**config.mk**
```make
export PLATFORM = sky130hd
export DESIGN_NAME = gsim_sched
export DESIGN_NICKNAME = d
export VERILOG_FILES = /design/src/rtl/gsim_pkg.sv /design/src/rtl/gsim_tap_addr.sv /design/src/rtl/gsim_sched.sv
export SDC_FILE = /design/constraint.sdc
export NUM_CORES = 1
export LEC_CHECK = 0
export CORE_MARGIN = 3
export CORE_UTILIZATION = 45
export CTS_CLUSTER_DIAMETER = 200
export DETAILED_ROUTE_END_ITERATION = 8
export PLACE_DENSITY = 0.77
export SETUP_SLACK_MARGIN = 0.1
export SLEW_MARGIN = 25
export SYNTH_ARGS = -nofsm -noshare
export SYNTH_HDL_FRONTEND = slang
export SYNTH_HIERARCHICAL = 1
export SYNTH_SLANG_ARGS = --single-unit
```
**constraint.sdc**
```tcl
create_clock -name clk -period 3.29 [get_ports clk]
set_input_delay 0.658 -clock clk [delete_from_list [all_inputs] [get_ports clk]]
set_output_delay 0.658 -clock clk [all_outputs]
set_load 0.02 [all_outputs]
```
**src/rtl/gsim_pkg.sv**
```systemverilog
// Shared definitions for the Gauss-Seidel sequencing controller:
// FSM state encoding, tap codes, schedule defaults and the per-tap
// coefficients used by the datapath when it decodes tap_sel.
package gsim_pkg;

    localparam int N_DEFAULT        = 16;
    localparam int MAX_ITER_DEFAULT = 16;
    localparam int ITER_W_DEFAULT   = 5;
    localparam int ROW_W            = 4;
    localparam int TAP_W            = 3;

    typedef enum logic [2:0] {
        IDLE  = 3'd0,
        CLR   = 3'd1,
        FETCH = 3'd2,
        DIV   = 3'd3,
        WB    = 3'd4,
        DONE  = 3'd5
    } state_t;

    // Tap codes: even codes look forward, odd codes look backward
    localparam logic [TAP_W-1:0] TAP_B    = 3'd0;
    localparam logic [TAP_W-1:0] TAP_XM1  = 3'd1;
    localparam logic [TAP_W-1:0] TAP_XP1  = 3'd2;
    localparam logic [TAP_W-1:0] TAP_XM2  = 3'd3;
    localparam logic [TAP_W-1:0] TAP_XP2  = 3'd4;
    localparam logic [TAP_W-1:0] TAP_XM3  = 3'd5;
    localparam logic [TAP_W-1:0] TAP_XP3  = 3'd6;
    localparam logic [TAP_W-1:0] TAP_LAST = TAP_XP3;

    // Band coefficients applied by the MAC for each tap distance
    localparam logic signed [4:0] COEF_B    = 5'sd1;
    localparam logic signed [4:0] COEF_NEAR = 5'sd13;
    localparam logic signed [4:0] COEF_MID  = -5'sd6;
    localparam logic signed [4:0] COEF_FAR  = 5'sd1;

    // Signed row offset selected by a tap code
    function automatic logic signed [4:0] tap_offset(input logic [TAP_W-1:0] tap);
        case (tap)
            TAP_XM1: tap_offset = -5'sd1;
            TAP_XP1: tap_offset = 5'sd1;
            TAP_XM2: tap_offset = -5'sd2;
            TAP_XP2: tap_offset = 5'sd2;
            TAP_XM3: tap_offset = -5'sd3;
            TAP_XP3: tap_offset = 5'sd3;
            default: tap_offset = 5'sd0;
        endcase
    endfunction

    // Coefficient the datapath multiplies a tap operand by
    function automatic logic signed [4:0] tap_coef(input logic [TAP_W-1:0] tap);
        case (tap)
            TAP_B:            tap_coef = COEF_B;
            TAP_XM1, TAP_XP1: tap_coef = COEF_NEAR;
            TAP_XM2, TAP_XP2: tap_coef = COEF_MID;
            TAP_XM3, TAP_XP3: tap_coef = COEF_FAR;
            default:          tap_coef = 5'sd0;
        endcase
    endfunction

endpackage

```
**src/rtl/gsim_tap_addr.sv**
```systemverilog
// Combinational (row, tap) -> (rd_addr, op_valid) decode for the banded
// operand fetch. Out-of-band taps report op_valid=0 and address 0.
module gsim_tap_addr
    import gsim_pkg::*;
(
    input  logic [ROW_W-1:0] row,
    input  logic [TAP_W-1:0] tap,
    output logic [ROW_W-1:0] rd_addr,
    output logic             op_valid
);

    logic signed [4:0] offset;
    logic signed [4:0] target;

    // The row is widened to 5-bit signed before the offset is added; a
    // result below 0 is negative, and one above 15 (at most 18) wraps into
    // the negative range, so the sign bit alone flags every out-of-band tap.
    always_comb begin
        offset   = tap_offset(tap);
        target   = $signed({1'b0, row}) + offset;
        op_valid = ~target[4] && (tap <= TAP_LAST);
        rd_addr  = op_valid ? target[ROW_W-1:0] : '0;
    end

endmodule

```
**src/rtl/gsim_sched.sv**
```systemverilog
// Gauss-Seidel schedule controller: sweeps rows 0..N-1 for MAX_ITER
// iterations, issuing seven tap fetches per row, a divide request and an
// in-place write-back of x[row].
// Optional build macro GSIM_CONV_EN: adds the conv_small input and ends the
// run early once a complete sweep reports every update below threshold.
module gsim_sched
    import gsim_pkg::*;
#(
    parameter int N        = N_DEFAULT,
    parameter int MAX_ITER = MAX_ITER_DEFAULT,
    parameter int ITER_W   = ITER_W_DEFAULT
)(
    input  logic              clk,
    input  logic              reset,
    input  logic              start,
`ifdef GSIM_CONV_EN
    input  logic              conv_small,
`endif
    output logic              busy,
    output logic              done,
    output logic              acc_clr,
    output logic              op_valid,
    output logic [TAP_W-1:0]  tap_sel,
    output logic [ROW_W-1:0]  rd_addr,
    output logic              div_req,
    input  logic              div_ack,
    output logic              wb_en,
    output logic [ROW_W-1:0]  wb_addr,
    output logic [ITER_W-1:0] iter_cnt
);

    state_t            state;
    state_t            state_nxt;
    logic [ROW_W-1:0]  row;
    logic [TAP_W-1:0]  tap;
    logic [ITER_W-1:0] iter;
    logic [ITER_W-1:0] iter_inc;
    logic              last_row;
    logic              last_iter;
    logic              finish_run;
    logic [ROW_W-1:0]  tap_rd_addr;
    logic              tap_valid;

    assign iter_inc  = iter + ITER_W'(1);
    assign last_row  = (row == ROW_W'(N - 1));
    assign last_iter = (iter_inc == ITER_W'(MAX_ITER));

`ifdef GSIM_CONV_EN
    logic all_small;
    logic sweep_small;

    // Row 0 restarts the sweep-wide flag; later rows AND into it
    assign sweep_small = conv_small && ((row == '0) || all_small);
    assign finish_run  = last_iter || sweep_small;

    // Sticky record of whether every row of the current sweep converged
    always_ff @(posedge clk or posedge reset) begin
        if (reset) begin
            all_small <= 1'b0;
        end else if (state == IDLE && start) begin
            all_small <= 1'b0;
        end else if (state == WB) begin
            all_small <= sweep_small;
        end
    end
`else
    assign finish_run = last_iter;
`endif

    gsim_tap_addr u_tap_addr (
        .row      (row),
        .tap      (tap),
        .rd_addr  (tap_rd_addr),
        .op_valid (tap_valid)
    );

    // FSM state register
    always_ff @(posedge clk or posedge reset) begin
        if (reset) begin
            state <= IDLE;
        end else begin
            state <= state_nxt;
        end
    end

    // Next-state decode and Moore outputs; outputs are idle-valued by default
    always_comb begin
        state_nxt = state;
        busy      = 1'b0;
        done      = 1'b0;
        acc_clr   = 1'b0;
        op_valid  = 1'b0;
        tap_sel   = '0;
        rd_addr   = '0;
        div_req   = 1'b0;
        wb_en     = 1'b0;
        wb_addr   = '0;
        case (state)
            IDLE: begin
                if (start) begin
                    state_nxt = CLR;
                end
            end
            CLR: begin
                busy      = 1'b1;
                acc_clr   = 1'b1;
                state_nxt = FETCH;
            end
            FETCH: begin
                busy     = 1'b1;
                tap_sel  = tap;
                rd_addr  = tap_rd_addr;
                op_valid = tap_valid;
                if (tap == TAP_LAST) begin
                    state_nxt = DIV;
                end
            end
            DIV: begin
                busy    = 1'b1;
                div_req = 1'b1;
                if (div_ack) begin
                    state_nxt = WB;
                end
            end
            WB: begin
                busy    = 1'b1;
                wb_en   = 1'b1;
                wb_addr = row;
                if (last_row && finish_run) begin
                    state_nxt = DONE;
                end else begin
                    state_nxt = CLR;
                end
            end
            DONE: begin
                done      = 1'b1;
                state_nxt = IDLE;
            end
            default: begin
                state_nxt = IDLE;
            end
        endcase
    end

    // Row, tap and iteration counters; they only move in the states that
    // own them, so a stalled divide leaves them frozen
    always_ff @(posedge clk or posedge reset) begin
        if (reset) begin
            row  <= '0;
            tap  <= '0;
            iter <= '0;
        end else begin
            case (state)
                IDLE: begin
                    if (start) begin
                        row  <= '0;
                        tap  <= '0;
                        iter <= '0;
                    end
                end
                CLR: begin
                    tap <= '0;
                end
                FETCH: begin
                    if (tap != TAP_LAST) begin
                        tap <= tap + TAP_W'(1);
                    end
                end
                WB: begin
                    if (last_row) begin
                        row  <= '0;
                        iter <= iter_inc;
                    end else begin
                        row <= row + ROW_W'(1);
                    end
                end
                default: begin
                end
            endcase
        end
    end

    assign iter_cnt = iter;

endmodule

```
==> out/qor.txt, run 1 <==
==============================================================================
Worst-Skew Late Latency                                                0.28 ns
Start-to-end type of the worst setup path                         register to output port
Count of pins on the block boundary                                         26
Final worst-path setup slack                                          0.170 ns
Bufs on Longest Clock Path                                                   2
Post-Syn Area per Cell                                               8.94 um^2
Main synth FF type                                                sky130_fd_sc_hd__dfrtp_1
Startpoint of the tightest hold check path                        iter_cnt[4]$_DFFE_PP0P_
CP max stage cell                                                 sky130_fd_sc_hd__dfrtp_2
Hold Crit Class                                                   register to register
Worst-path fanout max                                                        5
Post-placement setup slack                                          -0.0498 ns
Outcome                                                           finished, final reports clean
Maximum Capacitance Violations                                               0
Crit path max-delay family                                        simple AND/OR/NAND/NOR gates
Standard cell core area                                              2360 um^2
Hpwl dp                                                                1970 um
Async set-or-reset flop fraction in the synthesized netlist               100%
Seq cells post-synth                                                        15
Actual transition at the worst max-transition pin                     0.573 ns
Post-detailed-route count of antenna-violating nets                          0
Global-route congestion overflow total                                       0
Delay contributed by the slowest stage of the critical path            0.44 ns
Setup repair after global routing missed its margin                         no
Cells along the critical path                                     xor2_1, ha_2, fa_2, and3_4, or3_4, a211oi_2, and2_1, buf_4
Number of vias in the routed layout                                      1,058
Number of global-route vias before repair                                1,001
Largest area contributor in the synthesized netlist               sky130_fd_sc_hd__dfrtp_1
Worst IR drop on VDD                                                  0.500 mV
Global placement routability congestion                                  0.783
Achievable clock frequency                                           0.321 GHz
Clock Pin Slew Worst Setup and Hold Paths                              0.09 ns
Via count normalized by instance count                                    5.48
Share of post-route cells with drive strength above 1                    17.0%
Number of CTS-inserted buffers                                               3
Overall die area                                                     3290 um^2
Final worst path period need                                           3.12 ns
Number of warning messages in the yosys log                                  6
Die extent in x                                                        57.4 um
Top cells by instance count after synthesis                       15 x sky130_fd_sc_hd__dfrtp_1, 11 x sky130_fd_sc_hd__nand2_1, 11 x sky130_fd_sc_hd__o21ai_1
Post-Synthesis Cell Area                                             1190 um^2
Endpoint class of the critical path                                output port
Final hold violation count                                                   0
Worst path buffer plus inverter count                                        1
TritonCTS clock tree                                                     built
Wire length of the first global-routing pass                           4560 um
Post-Route Utilization                                                   64.4%
Register area                                                         377 um^2
Clock H-tree levels                                                          1
Count of mapped cells out of synthesis                                     133
Required time worst endpoint                                           2.63 ns
Number of detailed-route iterations in the first pass                        4
Share of the synthesized area in the top cell type                       31.6%
N_diodes                                                                     0
Cell total after placement                                                 188
Category of the worst setup path launch point                         register
Number of buffers inserted by port buffering                                25
Violation count after the first detailed-route iteration                    25
Cell Count, Final, Fillers Out                                             193
Most numerous cell in the Yosys netlist                           sky130_fd_sc_hd__dfrtp_1
Top area cells in the synthesized netlist                         sky130_fd_sc_hd__dfrtp_1 32%, sky130_fd_sc_hd__ha_1 9.5%, sky130_fd_sc_hd__and2_1 5.3%, sky130_fd_sc_hd__o21ai_1 4.6%, sky130_fd_sc_hd__xor2_1 3.7%
Global-route usage over all layers                                       17.1%
Post-Syn Nets                                                              147
Critical path arrival                                                  2.46 ns
DIE HEIGHT                                                             57.4 um
Number of flops mapped to enable cells by yosys                              0
Antenna violations before repair                                             0
Post-route clock period utilization                                      94.8%
Critical path launch point                                        tap[0]$_DFFE_PP0P_
Share of the yosys chip area belonging to registers                      31.6%
Maximum number of pins on one net before global-route repair                16
Power Density                                                      748 nW/um^2
Remaining routing DRC violations                                             0
Initial Utilization                                                      50.3%
DR WL/cell                                                             14.0 um
Number of different library cells in the post-synthesis netlist             46
Area of the multi-input gates                                         769 um^2
Count of final max-slew check failures                                       0
Floorplan row count                                                         17
Clock Skew                                                          0.00155 ns
Total wire length after detailed routing                               2710 um
Filler instances                                                           206
Clock tree sinks                                                            15
Count of final setup violators                                               0
Leakage                                                               0.706 nW
Synthesis-to-finish area growth                                          28.0%
Slew Limit Headroom                                                      61.7%
Reg-to-Reg Start                                                  state[2]$_DFFE_PP0P_
Clock Tree Root                                                   sky130_fd_sc_hd__clkbuf_4
Nets                                                                       180
==============================================================================
==> path summary, 6_finish.rpt <==
check | end | slack [ns] | cells after the start
max | rd_addr[3] | 0.17 | 8
min | iter_cnt[4]$_DFFE_PP0P_ | 0.55 | 2
max reg2reg | iter_cnt[2]$_DFFE_PP0P_ | 1.49 | 5
min reg2reg | iter_cnt[4]$_DFFE_PP0P_ | 0.55 | 2
max in group asynchronous | tap[0]$_DFFE_PP0P_ | 2.16 | 2
min in group asynchronous | row[1]$_DFFE_PP0P_ | 0.73 | 2
==> power by group <==
group          leakage [nW]  internal (W)  switching, W
Clock                0.0150     0.0000470     0.0000569
Combinational         0.491      0.000343      0.000388
Sequential            0.200      0.000224     0.0000783
Total                 0.706      0.000614      0.000523
==> kinds of logic after synthesis <==
| group | Yosys count | share of synthesized area, % |
|---|---|---|
| buffers and inverters | 11 | 4.42 |
| muxes | 1 | 0.947 |
| adders and majority gates | 10 | 11.2 |
| AOI/OAI and AO/OA | 35 | 19.3 |
| xor gates and xnor gates | 7 | 5.16 |
| DFF | 15 | 31.6 |
| and+or+nand+nor | 54 | 27.5 |
==> cells in the final DEF (no fill, tap or decap), types with 2 or more instances in the layout <==
master                             n
sky130_fd_sc_hd__ha_1              8
sky130_fd_sc_hd__inv_1             6
sky130_fd_sc_hd__nand2_1          11
sky130_fd_sc_hd__nor2b_1           2
sky130_fd_sc_hd__o21ai_1          11
sky130_fd_sc_hd__dfrtp_1          14
sky130_fd_sc_hd__nand3_1           6
sky130_fd_sc_hd__o31ai_1           3
sky130_fd_sc_hd__a21oi_1           3
sky130_fd_sc_hd__xnor2_1           2
sky130_fd_sc_hd__clkbuf_4          3
sky130_fd_sc_hd__a21o_1            2
sky130_fd_sc_hd__buf_4             8
sky130_fd_sc_hd__nor3b_1           2
sky130_fd_sc_hd__clkdlybuf4s50_1  20
sky130_fd_sc_hd__buf_2             3
sky130_fd_sc_hd__o21ai_0           3
sky130_fd_sc_hd__a21boi_1          2
sky130_fd_sc_hd__nor2_1            3
sky130_fd_sc_hd__and2_1           10
sky130_fd_sc_hd__nor3_1            6
sky130_fd_sc_hd__and3_1            3
sky130_fd_sc_hd__xor2_1            5
==> layout make-up <==
| class | instances | share of cell area (%) |
|---|---|---|
| flip-flops and latches | 15 | 24.8 |
| inverters | 7 | 1.81 |
| multi-input cells | 107 | 50.6 |
| clock buffers | 4 | 1.73 |
| well taps | 28 | 2.30 |
| repair buffers | 32 | 18.8 |
==> per-stage QoR <==
stage | power [W] | hold WS (ns) | setup TNS [ns] | instance area, um^2
after detailed placement | 0.00104 | 0.539 | -0.0498 | 1490
after global placement | 0.00102 | 0.515 | 0 | 1490
after global routing | 0.00123 | 0.596 | 0 | 1520
after CTS | 0.00112 | 0.561 | 0 | 1510
final | 0.00114 | 0.548 | 0 | 1520
after floorplan | 0.000765 | 0.482 | 0 | 1190
==> sequential cells by signal, summed over array words and instances (netlist names) <==
signal	count
iter_cnt	5
row	4
state	3
tap	3
==> per-layer routing <==
metal | vias up | wire (um) | global-route usage, %
li1 | 547 | - | -
met1 | 486 | 1350 | 24.7
met2 | 21 | 1250 | 26.5
met3 | 4 | 86 | 2.26
met4 | 0 | 27 | 4.97
met5 | - | 0 | 0
==> repair_timing <==
| action | 4_1_cts | 5_1_grt |
|---|---|---|
| resized for setup | 19 | 5 |
| setup endpoints to repair | 5 | 5 |
| buffers inserted | 1 | 0 |
| hold buffers | 0 | 0 |
==> worst register-to-register path: stages (launching register included) <==
cell and delay, ns:
sky130_fd_sc_hd__dfrtp_1 0.60, sky130_fd_sc_hd__or3b_4 0.47, sky130_fd_sc_hd__clkinv_2 0.16, sky130_fd_sc_hd__a21oi_2 0.12
sky130_fd_sc_hd__o21bai_1 0.17, sky130_fd_sc_hd__a21o_1 0.18
Note: power is estimated with default switching activity, not from simulation.
==> run 2, diff against run 1 <==
--- a/config.mk
+++ b/config.mk
@@ -10,7 +10,6 @@
 export CTS_CLUSTER_DIAMETER = 200
 export DETAILED_ROUTE_END_ITERATION = 8
 export PLACE_DENSITY = 0.77
-export SETUP_SLACK_MARGIN = 0.1
 export SLEW_MARGIN = 25
 export SYNTH_ARGS = -nofsm -noshare
 export SYNTH_HDL_FRONTEND = slang
==> constraint.sdc (replaced) <==
create_clock -name clk -period 3.29 [get_ports clk]
set_input_delay 0.987 -clock clk [delete_from_list [all_inputs] [get_ports clk]]
set_output_delay 0.987 -clock clk [all_outputs]
set_load 0.02 [all_outputs]
==> out/qor.txt, run 2 (synthesized netlist as in run 1, its figures left out) <==
===========================================================================
Outcome                                                        complete, but fails checks
Failing checks                                                 setup timing
Count of final max-slew check failures                                    0   unchanged
Worst-path fanout max                                                     5   unchanged
Worst-Skew Late Latency                                             0.28 ns   about the same
Post-route clock period utilization                                    104%   +9.5 points
Final hold violation count                                                0   unchanged
Leakage                                                            0.771 nW   +9.3%
Count of pins on the block boundary                                      26   unchanged
TritonCTS clock tree                                                  built
Commonest cells after routing, fill and taps aside             20 x sky130_fd_sc_hd__clkdlybuf4s50_1, 18 x sky130_fd_sc_hd__buf_4, 14 x sky130_fd_sc_hd__dfrtp_1
Maximum number of pins on one net before global-route repair             16   unchanged
Slew Limit Headroom                                                   61.0%   -0.73 points
Nets                                                                    191   +6.1%
Worst IR drop on VDD                                               0.670 mV   +34%
Final worst-path setup slack                                      -0.143 ns   -0.313 ns
Cell Count, Final, Fillers Out                                          204   +5.7%
Total wire length after detailed routing                            2950 um   +9.0%
Number of flip-flops under the largest register name                      5   unchanged
Hpwl dp                                                             2230 um   +13%
Standard cell core area                                           2360 um^2   unchanged
Power Density                                                   787 nW/um^2   +5.3%
Bufs on Longest Clock Path                                                2   unchanged
Actual transition at the worst max-transition pin                  0.584 ns   +0.0110 ns
Number of global-route vias before repair                             1,091   +9.0%
Violation count after the first detailed-route iteration                 36   +44%
Cell total after placement                                              197   +4.8%
Category of the worst setup path launch point                      register
Global-route congestion overflow total                                    0   unchanged
Critical path arrival                                               2.45 ns   about the same
Global-route usage over all layers                                    19.1%   +2.1 points
Setup repair after global routing missed its margin                     yes
Endpoint class of the critical path                             output port
Post-Route Utilization                                                69.8%   +5.4 points
Post-detailed-route count of antenna-violating nets                       0   unchanged
Start-to-end type of the worst setup path                      register to output port
Overall die area                                                  3290 um^2   unchanged
Clock tree sinks                                                         15   unchanged
Die extent in x                                                     57.4 um   unchanged
Share of post-route cells with drive strength above 1                 25.6%   +8.6 points
Commonest non-fill, non-tap cell in the layout                 sky130_fd_sc_hd__clkdlybuf4s50_1
Clock Pin Slew Worst Setup and Hold Paths                           0.09 ns   about the same
DIE HEIGHT                                                          57.4 um   unchanged
N_diodes                                                                  0   unchanged
Final worst path period need                                        3.43 ns   +0.313 ns
Via count normalized by instance count                                 5.63   +2.7%
Required time worst endpoint                                        2.30 ns   -0.33 ns
Maximum Capacitance Violations                                            0   unchanged
Wire length of the first global-routing pass                        5000 um   +9.7%
Initial Utilization                                                   50.3%   unchanged
Remaining routing DRC violations                                          0   unchanged
Synthesis-to-finish area growth                                       38.6%
Hold Crit Class                                                register to register
Clock Skew                                                       0.00166 ns   +0.000113 ns
Global placement routability congestion                               0.810   +3.5%
Clock Tree Root                                                sky130_fd_sc_hd__clkbuf_4
Number of detailed-route iterations in the first pass                     4   unchanged
Number of buffers inserted by port buffering                             25   unchanged
DR WL/cell                                                          14.5 um   +3.1%
Antenna violations before repair                                          0   unchanged
Number of vias in the routed layout                                   1,149   +8.6%
Clock H-tree levels                                                       1   unchanged
Number of CTS-inserted buffers                                            3   unchanged
Count of final setup violators                                            5   +5
Achievable clock frequency                                        0.291 GHz   -9.1%
Floorplan row count                                                      17   unchanged
===========================================================================
==> run 2: path summary, 6_finish.rpt <==
| kind | slack (ns) | end | cells past startpoint | startpoint |
|---|---|---|---|---|
| max | -0.14 | rd_addr[3] | 8 | tap[1]$_DFFE_PP0P_ |
| min | 0.54 | iter_cnt[4]$_DFFE_PP0P_ | 2 | iter_cnt[4]$_DFFE_PP0P_ |
| max reg2reg | 1.51 | tap[1]$_DFFE_PP0P_ | 9 | tap[0]$_DFFE_PP0P_ |
| min reg2reg | 0.54 | iter_cnt[4]$_DFFE_PP0P_ | 2 | iter_cnt[4]$_DFFE_PP0P_ |
| max in group asynchronous | 1.82 | state[2]$_DFFE_PP0P_ | 2 | reset |
| min in group asynchronous | 1.06 | row[3]$_DFFE_PP0P_ | 2 | reset |
==> run 2: per-stage QoR <==
stage | worst slack, ns | instance area, um^2 | power [W] | setup TNS, ns | hold WS [ns]
after floorplan | 0.182 | 1190 | 0.000765 | 0 | 0.482
final | -0.143 | 1650 | 0.00130 | -0.475 | 0.542
after detailed placement | -0.382 | 1560 | 0.00111 | -1.51 | 0.528
after global placement | -0.247 | 1560 | 0.00108 | -0.990 | 0.513
after global routing | -0.250 | 1650 | 0.00140 | -0.969 | 0.590
after CTS | -0.153 | 1630 | 0.00126 | -0.386 | 0.550
==> run 2: layout make-up <==
class	count	area (um^2)
Inverter	7	27.5
Tap cell	28	35.0
Timing Repair Buffer	43	392
Multi-Input combinational cell	107	791
Clock buffer	4	26.3
Sequential cell	15	377
Fill cell	190	713
==> run 2: per-layer routing <==
layer | wire, um | share of wire, % | global-route usage (%) | vias up
met4 | 45 | 1.5 | 9.27 | 0
met1 | 1350 | 46 | 25.8 | 547
li1 | - | - | - | 563
met5 | 0 | 0 | 0 | -
met2 | 1440 | 49 | 29.2 | 35
met3 | 116 | 3.9 | 3.62 | 4
==> run 2: repair_timing <==
item / 4_1_cts / 5_1_grt
buffers inserted: 2 / 1
setup endpoints to repair: 5 / 10
gates resized for setup: 34 / 6
hold buffers: 0 / 0
pin swaps: 2 / 1
==> run 2: critical path, cell delays in order (launching register included) <==
cell                       delay, ns
sky130_fd_sc_hd__dfrtp_1        0.41
sky130_fd_sc_hd__xor2_1         0.18
sky130_fd_sc_hd__ha_2           0.20
sky130_fd_sc_hd__fa_2           0.34
sky130_fd_sc_hd__and3_4         0.16
sky130_fd_sc_hd__or3_4          0.40
sky130_fd_sc_hd__a211oi_2       0.19
sky130_fd_sc_hd__and2_1         0.17
sky130_fd_sc_hd__buf_6          0.12
==> run 2: power by group <==
part	internal, W	leakage (nW)	total [W]	switching, W
Combinational	0.000462	0.557	0.000919	0.000456
Sequential	0.000224	0.199	0.000272	0.0000483
Clock	0.0000471	0.0150	0.000107	0.0000598
==> run 3, diff against run 2 <==
--- a/config.mk
+++ b/config.mk
@@ -10,7 +10,7 @@
 export CTS_CLUSTER_DIAMETER = 200
 export DETAILED_ROUTE_END_ITERATION = 8
 export PLACE_DENSITY = 0.77
-export SLEW_MARGIN = 25
+export SLEW_MARGIN = 10
 export SYNTH_ARGS = -nofsm -noshare
 export SYNTH_HDL_FRONTEND = slang
 export SYNTH_HIERARCHICAL = 1
==> results of run 3 <==
No change in the layout: final DEF, timing and power equal those of run 2.
